File: src/rtl/muldiv_unit.sv
// Iterative 32x32 multiply/divide unit with HI/LO result registers.
// One shift-add (mult) or restoring shift-subtract (div) step per cycle, 32 steps per op.
module muldiv_unit (
    input  logic        clk,
    input  logic        reset,
    input  logic        start,
    input  logic [2:0]  mdop,
    input  logic [31:0] a,
    input  logic [31:0] b,
    output logic        busy,
    output logic        done,
    output logic [31:0] hi,
    output logic [31:0] lo
);
    localparam logic [2:0] OP_MULT  = 3'b001;
    localparam logic [2:0] OP_MULTU = 3'b010;
    localparam logic [2:0] OP_DIV   = 3'b011;
    localparam logic [2:0] OP_DIVU  = 3'b100;
    localparam logic [2:0] OP_MTHI  = 3'b101;
    localparam logic [2:0] OP_MTLO  = 3'b110;

    typedef enum logic {S_IDLE, S_RUN} state_t;
    state_t state, state_nxt;

    logic [4:0]  cnt;
    logic [63:0] acc;      // mult: {partial product, multiplier}; div: {remainder, quotient}
    logic [31:0] opnd;     // multiplicand or divisor magnitude
    logic [31:0] a_q;
    logic        is_div, neg_q, neg_r, dz;

    logic        accept, last, sgn, sa, sb;
    logic [31:0] ma, mb;
    logic [32:0] add_sum, r_sh;
    logic [31:0] sub;
    logic [63:0] acc_step;
    logic [31:0] hi_fin, lo_fin;

    assign accept = start && (state == S_IDLE) && (mdop >= OP_MULT) && (mdop <= OP_DIVU);
    assign last   = (state == S_RUN) && (cnt == 5'd31);

    always_comb begin
        sgn = (mdop == OP_MULT) || (mdop == OP_DIV);
        sa  = sgn & a[31];
        sb  = sgn & b[31];
        ma  = sa ? 32'd0 - a : a;
        mb  = sb ? 32'd0 - b : b;
    end

    always_comb begin
        add_sum = {1'b0, acc[63:32]} + (acc[0] ? {1'b0, opnd} : 33'd0);
        r_sh    = {acc[63:32], acc[31]};
        sub     = r_sh[31:0] - opnd;
        if (is_div)
            acc_step = (r_sh >= {1'b0, opnd}) ? {sub, acc[30:0], 1'b1}
                                              : {r_sh[31:0], acc[30:0], 1'b0};
        else
            acc_step = {add_sum, acc[31:1]};
    end

    // Sign restoration applied to the final step's magnitudes at commit.
    always_comb begin
        hi_fin = acc_step[63:32];
        lo_fin = acc_step[31:0];
        if (!is_div) begin
            if (neg_q) {hi_fin, lo_fin} = 64'd0 - acc_step;
        end else if (dz) begin
            hi_fin = a_q;
            lo_fin = 32'hFFFF_FFFF;
        end else begin
            if (neg_q) lo_fin = 32'd0 - acc_step[31:0];
            if (neg_r) hi_fin = 32'd0 - acc_step[63:32];
        end
    end

    always_ff @(posedge clk) begin
        if (reset) state <= S_IDLE;
        else       state <= state_nxt;
    end

    always_comb begin
        state_nxt = state;
        case (state)
            S_IDLE: if (accept) state_nxt = S_RUN;
            S_RUN:  if (last)   state_nxt = S_IDLE;
            default:            state_nxt = S_IDLE;
        endcase
    end

    always_comb begin
        busy = (state == S_RUN);
    end

    always_ff @(posedge clk) begin
        if (reset) begin
            hi     <= '0;
            lo     <= '0;
            done   <= 1'b0;
            cnt    <= '0;
            acc    <= '0;
            opnd   <= '0;
            a_q    <= '0;
            is_div <= 1'b0;
            neg_q  <= 1'b0;
            neg_r  <= 1'b0;
            dz     <= 1'b0;
        end else begin
            done <= 1'b0;
            if (accept) begin
                is_div <= (mdop == OP_DIV) || (mdop == OP_DIVU);
                neg_q  <= sa ^ sb;
                neg_r  <= sa;
                dz     <= (b == 32'd0);
                a_q    <= a;
                cnt    <= '0;
                if ((mdop == OP_DIV) || (mdop == OP_DIVU)) begin
                    opnd <= mb;
                    acc  <= {32'd0, ma};
                end else begin
                    opnd <= ma;
                    acc  <= {32'd0, mb};
                end
            end else if (state == S_RUN) begin
                acc <= acc_step;
                cnt <= cnt + 5'd1;
                if (last) begin
                    hi   <= hi_fin;
                    lo   <= lo_fin;
                    done <= 1'b1;
                end
            end else if (start && mdop == OP_MTHI) begin
                hi <= a;
            end else if (start && mdop == OP_MTLO) begin
                lo <= a;
            end
        end
    end
endmodule

File: config.mk
export PLATFORM = sky130hd
export DESIGN_NAME = muldiv_unit
export DESIGN_NICKNAME = d
export VERILOG_FILES = /design/src/rtl/muldiv_unit.sv
export SDC_FILE = /design/constraint.sdc
export NUM_CORES = 1
export LEC_CHECK = 0
export ABC_AREA = 0
export CAP_MARGIN = 5
export CORE_UTILIZATION = 34
export DETAILED_ROUTE_END_ITERATION = 16
export PLACE_DENSITY = 0.64
export SLEW_MARGIN = 25
export SYNTH_ARGS = -nofsm -noshare
export SYNTH_HDL_FRONTEND = slang
export SYNTH_SLANG_ARGS = --single-unit
File: constraint.sdc
create_clock -name clk -period 5.37 [get_ports clk]
set_clock_uncertainty 0.05 [all_clocks]
set_input_delay 1.074 -clock clk [delete_from_list [all_inputs] [get_ports clk]]
set_output_delay 1.074 -clock clk [all_outputs]
set_load 0.01 [all_outputs]
---- Yosys cells after proc, flatten, opt, wreduce, memory -nomap -nowiden ----
Index checks and enable logic that the tools add are counted.
operators by class
  add/subtract/negate cells ............... 8
  magnitude comparators ................... 3
  multiplexer cells ....................... 28
  reductions and logical operators ........ 16
  equal/unequal tests ..................... 8
  bitwise logic cells ..................... 5
operators by type and width
  cell                     number
  $mux W32                 20
  $mux W64                 4
  $sub A1 B32 Y32 const A  4
  $sub A1 B64 Y64 const A  1
  $add A32 B32 Y33         1
  $ge A33 B32 Y1           1
  $logic_not A32 Y1        1
  $sub A32 B32 Y32         1
  $eq A3 B3 Y1 const B     3
  $logic_and A1 B1 Y1      6
  $reduce_bool A2 Y1       3
  $add A5 B1 Y5 const B    1
  $eq A5 B5 Y1 const B     1
  $reduce_and A4 Y1        1
  $eq A3 B1 Y1 const B     1
  $eq A3 B2 Y1 const B     1
  $ge A3 B1 Y1 const B     1
  $le A3 B3 Y1 const B     1
  $mux W1                  3
  $reduce_and A3 Y1        1
  $reduce_or A3 Y1         1
  $and A1 B1 Y1            2
  $logic_or A1 B1 Y1       2
  $ne A2 B1 Y1 const B     1
  other kinds (5)          6
word-level totals
  output and inout bits ................... 66
  bits of input ports ..................... 70
  word-level logic and storage cells ...... 80
  flip-flop bits (word level) ............. 203

---- Longest topological paths before layout ----
  depth in word-level cells ............... 9
  gate-level depth with buffers ........... 25
  gate-level depth less buffers ........... 20

---- Worst setup path after synthesis ----
No wires, ideal clock.
  path kind ............................... reg2reg
  from .................................... register is_div
  to ...................................... register hi[30]
  path slack .............................. 0.338 ns
  clock period less this slack ............ 5.032 ns
  arrival ................................. 4.890 ns
  cell stages (with the launch flop) ...... 26
  setup time .............................. 0.092 ns
  buffers on the path ..................... 13
  data required time ...................... 5.228 ns
  cells stage by stage .................... dfxtp_1 clkbuf_1 buf_4 buf_4 buf_6 buf_4 buf_4 buf_4 buf_4 buf_4 buf_2 buf_2 buf_1 o21bai_1 ha_1 o21ai_0 or3_1 nor2_1 nand4_1 or4_1 buf_2 nor2_1 a41oi_1 xnor2_1 o221a_1 nor4_1
on the way
  word-level cells in the longest chain between the ends .. 7
  elaborated cells between the ends (all ways) .. 9
  classes of those cells .................. add/sub: 2; mux: 7
RTL lines
  item                    line  RTL
  from (decl)             29    logic is_div, neg_q, neg_r, dz;
  from (signal assigned)  109   is_div <= (mdop == OP_DIV) || (mdop == OP_DIVU);
  $mux W64                53    if (is_div)
  $sub A1 B32 Y32         71    if (neg_r) hi_fin = 32'd0 - acc_step[63:32];
  $mux W32                71
  $mux W32                66    end else if (dz) begin
  $mux W32 (*)            64    if (!is_div) begin
  $mux W32 (*)            125   if (last) begin
  $mux W32 (*)            122   end else if (state == S_RUN) begin
  to (signal assigned)    126   hi <= hi_fin;
  to (decl)               12    output logic [31:0] hi,
Every way passes the cells marked *; elsewhere a longest branch is shown, timed or not. The select of a mux whose other input is x is not followed.
A chain may end at the register's enable or synchronous reset.

---- Final worst setup path ----
  from .................................... register opnd[25]
  to ...................................... register hi[27]
on the way
  word-level cells in the longest chain between the ends .. 9
  elaborated cells between the ends (all ways) .. 14
  classes of those cells .................. add/sub: 4; order compare: 1; mux: 9
RTL lines
  item                                          line    RTL
  from (decl)                                   27      logic [31:0] opnd;
  from (signal assigned)                        116     opnd <= mb;
  from (signal assigned)                        119     opnd <= ma;
  $mux W32 (tied with other cells)              50      add_sum = {1'b0, acc[63:32]} + (acc[0] ? {1'b0, opnd} : 33'd0);
  $add A32 B32 Y33 or $mux W64 (tied branches)  50, 54
  $mux W64 (*)                                  53
  $sub A1 B32 Y32                               71
  $mux W32                                      71
  $mux W32                                      66
  $mux W32 (*)                                  64
  $mux W32 (*)                                  125
  $mux W32 (*)                                  122
Marks and branches as above.

==> flow_summary_export.csv <==
group,metric,value,unit
die,ios,136,
route,drc,0,
cells_and_area,area_growth,18.8,%
sta,drv_slew,0,
worst_hold_path,min_path_cells,2,
synthesis,synthMuxAreaShare,3.16,%
route,finalWirelength,80.8,mm
sta,fmax,197,MHz
synthesis,avgSynthCellArea,7.09,sq um
setup_path,slowest_delay,500,ps
run_status,status,"finished clean",
die,dieWidth,231,microns
synthesis,yosys.cell_types.count,98,
power_and_ir_drop,switching_share,40.4,%
global_route,overflow,0,
route,vias,20255,
power_and_ir_drop,seq_power_share,30.0,%
clock_network,post_cts_buffers,0,
cells_and_area,insertedDiodeCount,0,
synthesis,synth.top_cells.by_area,"dfxtp_1, nand2_1, a21oi_1",
power_and_ir_drop,p_clk_share,30.4,%
worst_hold_path,min_to,"lo[1]",
synthesis,synthSimpleGateAreaFrac,25.0,%
setup_path,cp-end-kind,"flop",
synthesis,async_flop_share,0,%
synthesis,yosys-top-cells-count,"nand2_1, a21oi_1, dfxtp_1, nor2_1, o21ai_0",
setup_path,critPathSlowestCell,"nor3_1",
synthesis,synth-main-ff-cell,"dfxtp_1",
setup_path,rrSetupSlack,300,ps
run,cap_violations,0,
clock_network,cts-root-buf,"clkbuf_16",
route,first_pass_iters,7,
clock_network,cts_inserted_buffers,24,
route,routedWlPerCell,24.3,microns
synthesis,yosys_warnings,0,
synthesis,syn_area,17800,sq um
global_route,antenna_found_initial,5,
synthesis,synth_top_family_by_area,"compound AO/OA/AOI/OAI gates",
synthesis,ys_seq_area_share,22.8,%
sta,max-slew-margin-rel,33.7,%
clock_network,numClockSinks,203,
clock_network,clk_path_buf_depth,3,
sta,finalCriticalPeriod,5070,ps
sta,hold_viol_final,0,
clock_network,cts_max_level,1,
setup_path,r2r_cells,16,
global_route,grt_max_degree,112,
clock_network,cts_tree,"built",
die,die_area,53300,sq um
synthesis,netlist.area_leader.share,22.8,%
synthesis,synth_nets,2653,
worst_hold_path,hold_path_startpoint,"lo[1]",
power_and_ir_drop,power.total,5.58,mW
global_route,grt_usage,29.3,%
clock_network,ctsHoldBuffers,0,
worst_hold_path,min_path_type,"reg -> reg",
route,postRouteAntennaNets,0,
place,io_buffers,135,
synthesis,yosysMostFrequentCell,"nand2_1",
synthesis,synth_edf_count,0,
synthesis,syn_inst,2511,
sta,tns,0,ps
sta,timing.final.crit_share,94.5,%
synthesis,yosys.area.top_type,"dfxtp_1",
power_and_ir_drop,combPwrFrac,39.6,%
power_and_ir_drop,p_leak,7.98,nW
power_and_ir_drop,switching_power,2.25,mW
power_and_ir_drop,ir_drop,0.207,mV
global_route,grt_pass1_wl,118,mm
cells_and_area,drive_gt1_share,9.16,%
die,dieHeight,231,microns
setup_path,critPathLaunchType,"flop",
place,gp_congestion,1.00,
setup_path,worstPathRequired,5790,ps
sta,worstMarginPinSlew,994,ps
clock_network,clkTransAtPathRegs,60,ps
power_and_ir_drop,internal_power,3.32,mW
place,dpl_cell_area,20400,sq um
setup_path,arrival,5490,ps
setup_path,critPathKind,"reg -> reg",
setup_path,worst_r2r_startpoint,"opnd[25]",
die,core_region_area,51500,sq um
die,rows,83,
power_and_ir_drop,p_per_area,264,nW/um^2
global_route,grt_pass1_vias,19113,
sta,setup_viol_count_final,0,
place,place_hpwl,62.3,mm
setup_path,r2r_end,"hi[27]",
sta,rsz0062_at_grt,"no",
route,viasPerCell,6.10,
synthesis,synth_compound_area_share,29.8,%
cells_and_area,fin_area,21200,sq um
clock_network,clock_latency,570,ps
synthesis,synth_fa_ha_area_share,5.14,%
synthesis,synth_xor_area_share,8.31,%
synthesis,ys_ff_latch,203,
die,initial_core_util,34.6,%
cells_and_area,final_nets,2769,
route,dr.first_iter.drc_count,2356,
setup_path,path_cells,"inv_1 > ha_1 > nand4_1 > nor3_1 > nand4_1 > a21o_2 > a31oi_4 > a211oi_1 > nor3_1 > and4bb_1 > buf_4 > nor4b_4 > a31oi_1 > xor2_1 > a221oi_2 > a221oi_1",
setup_path,critPathMaxFanout,9,
clock_network,cts-resized-gates,0,
## layout by cell type, fill, tap and decap left out, types with 55 or more instances in the layout
| master | synthesis | layout |
|---|---|---|
| dfxtp_1 | 203 | 201 |
| buf_4 | 7 | 130 |
| nor2_1 | 201 | 201 |
| nand2_1 | 390 | 388 |
| nor3_1 | 66 | 66 |
| xor2_1 | 88 | 88 |
| a21oi_1 | 278 | 276 |
| clkdlybuf4s50_1 | 0 | 134 |
| o21ai_0 | 147 | 146 |
| inv_1 | 71 | 71 |
| ha_1 | 70 | 70 |
| xnor2_1 | 81 | 81 |
| nand3_1 | 55 | 55 |
## registers in the layout, indices dropped and copies added, names as in the netlist
name	flops
cnt	5
hi	32
neg_q	1
busy	1
done	1
a_q	32
dz	1
acc	64
neg_r	1
opnd	32
is_div	1
lo	32
## worst max-delay path, delay by kind of cell, from the launching register on
kind / cells / cell delay (ps)
xor+xnor: 1 / 230
compound gates: 6 / 1630
fa+ha+maj: 1 / 380
simple gates: 6 / 2000
flops: 1 / 480
buf+inv: 2 / 210
## worst max-delay path by stage
| stage | from | end | slack, ps | cells past startpoint |
|---|---|---|---|---|
| 5_1_grt | opnd[20] | hi[28] | 20 | 16 |
| 3_3_place_gp | a[7] | opnd[30] | 320 | 13 |
| 2_1_floorplan | is_div | hi[30] | 340 | 25 |
| 6_report | opnd[25] | hi[27] | 300 | 16 |
| 4_1_cts | opnd[8] | hi[30] | 230 | 19 |
| 3_5_place_dp | opnd[8] | hi[16] | 240 | 20 |
## through the flow
step / hold WS, ps / instances / utilization [%] / worst slack (ps)
6_report: 400 / 3322 / 41.1 / 296
5_1_grt: 424 / 3322 / 41.1 / 15.7
4_1_cts: 401 / 3322 / 41.0 / 226
3_5_place_dp: 393 / 3281 / 39.5 / 245
3_3_place_gp: 388 / 3281 / 39.5 / 322
2_1_floorplan: 382 / 2511 / - / 338
## layer usage
metal  vias up  global-route usage [%]  routed length [microns]  share of wire, %
met3       226                    5.24                     7220               8.9
met2       945                    47.3                    36300                45
li1       9332                       -                        -                 -
met1      9752                    36.6                    32200                40
met5         -                       0                        0                 0
met4         0                    16.3                     5030               6.2
## power by group through the flow
stage	registers, mW	clock network (mW)	logic [mW]
3_5_place_dp	1.71	0	2.14
3_3_place_gp	1.70	0	2.15
4_1_cts	1.67	1.70	2.16
2_1_floorplan	1.68	0	1.34
6_report	1.67	1.69	2.21
5_1_grt	1.68	1.76	2.35
## final cells by class
class | count | area (sq um)
clock buffer | 30 | 644
clock inverter | 11 | 128
fill | 5399 | 30400
inverter | 73 | 274
multi-input combinational | 2055 | 12800
sequential | 203 | 4070
tap | 680 | 851
timing repair buffer | 270 | 2420
## kinds of logic (layout without fill, tap and decap cells)
family	after synthesis	count (layout)
xor+xnor	169	169
flops	203	203
compound gates	806	806
buf+inv	253	384
simple gates	953	953
fa+ha+maj	72	72
mux	55	55
Power figures use the tool's default switching activity.
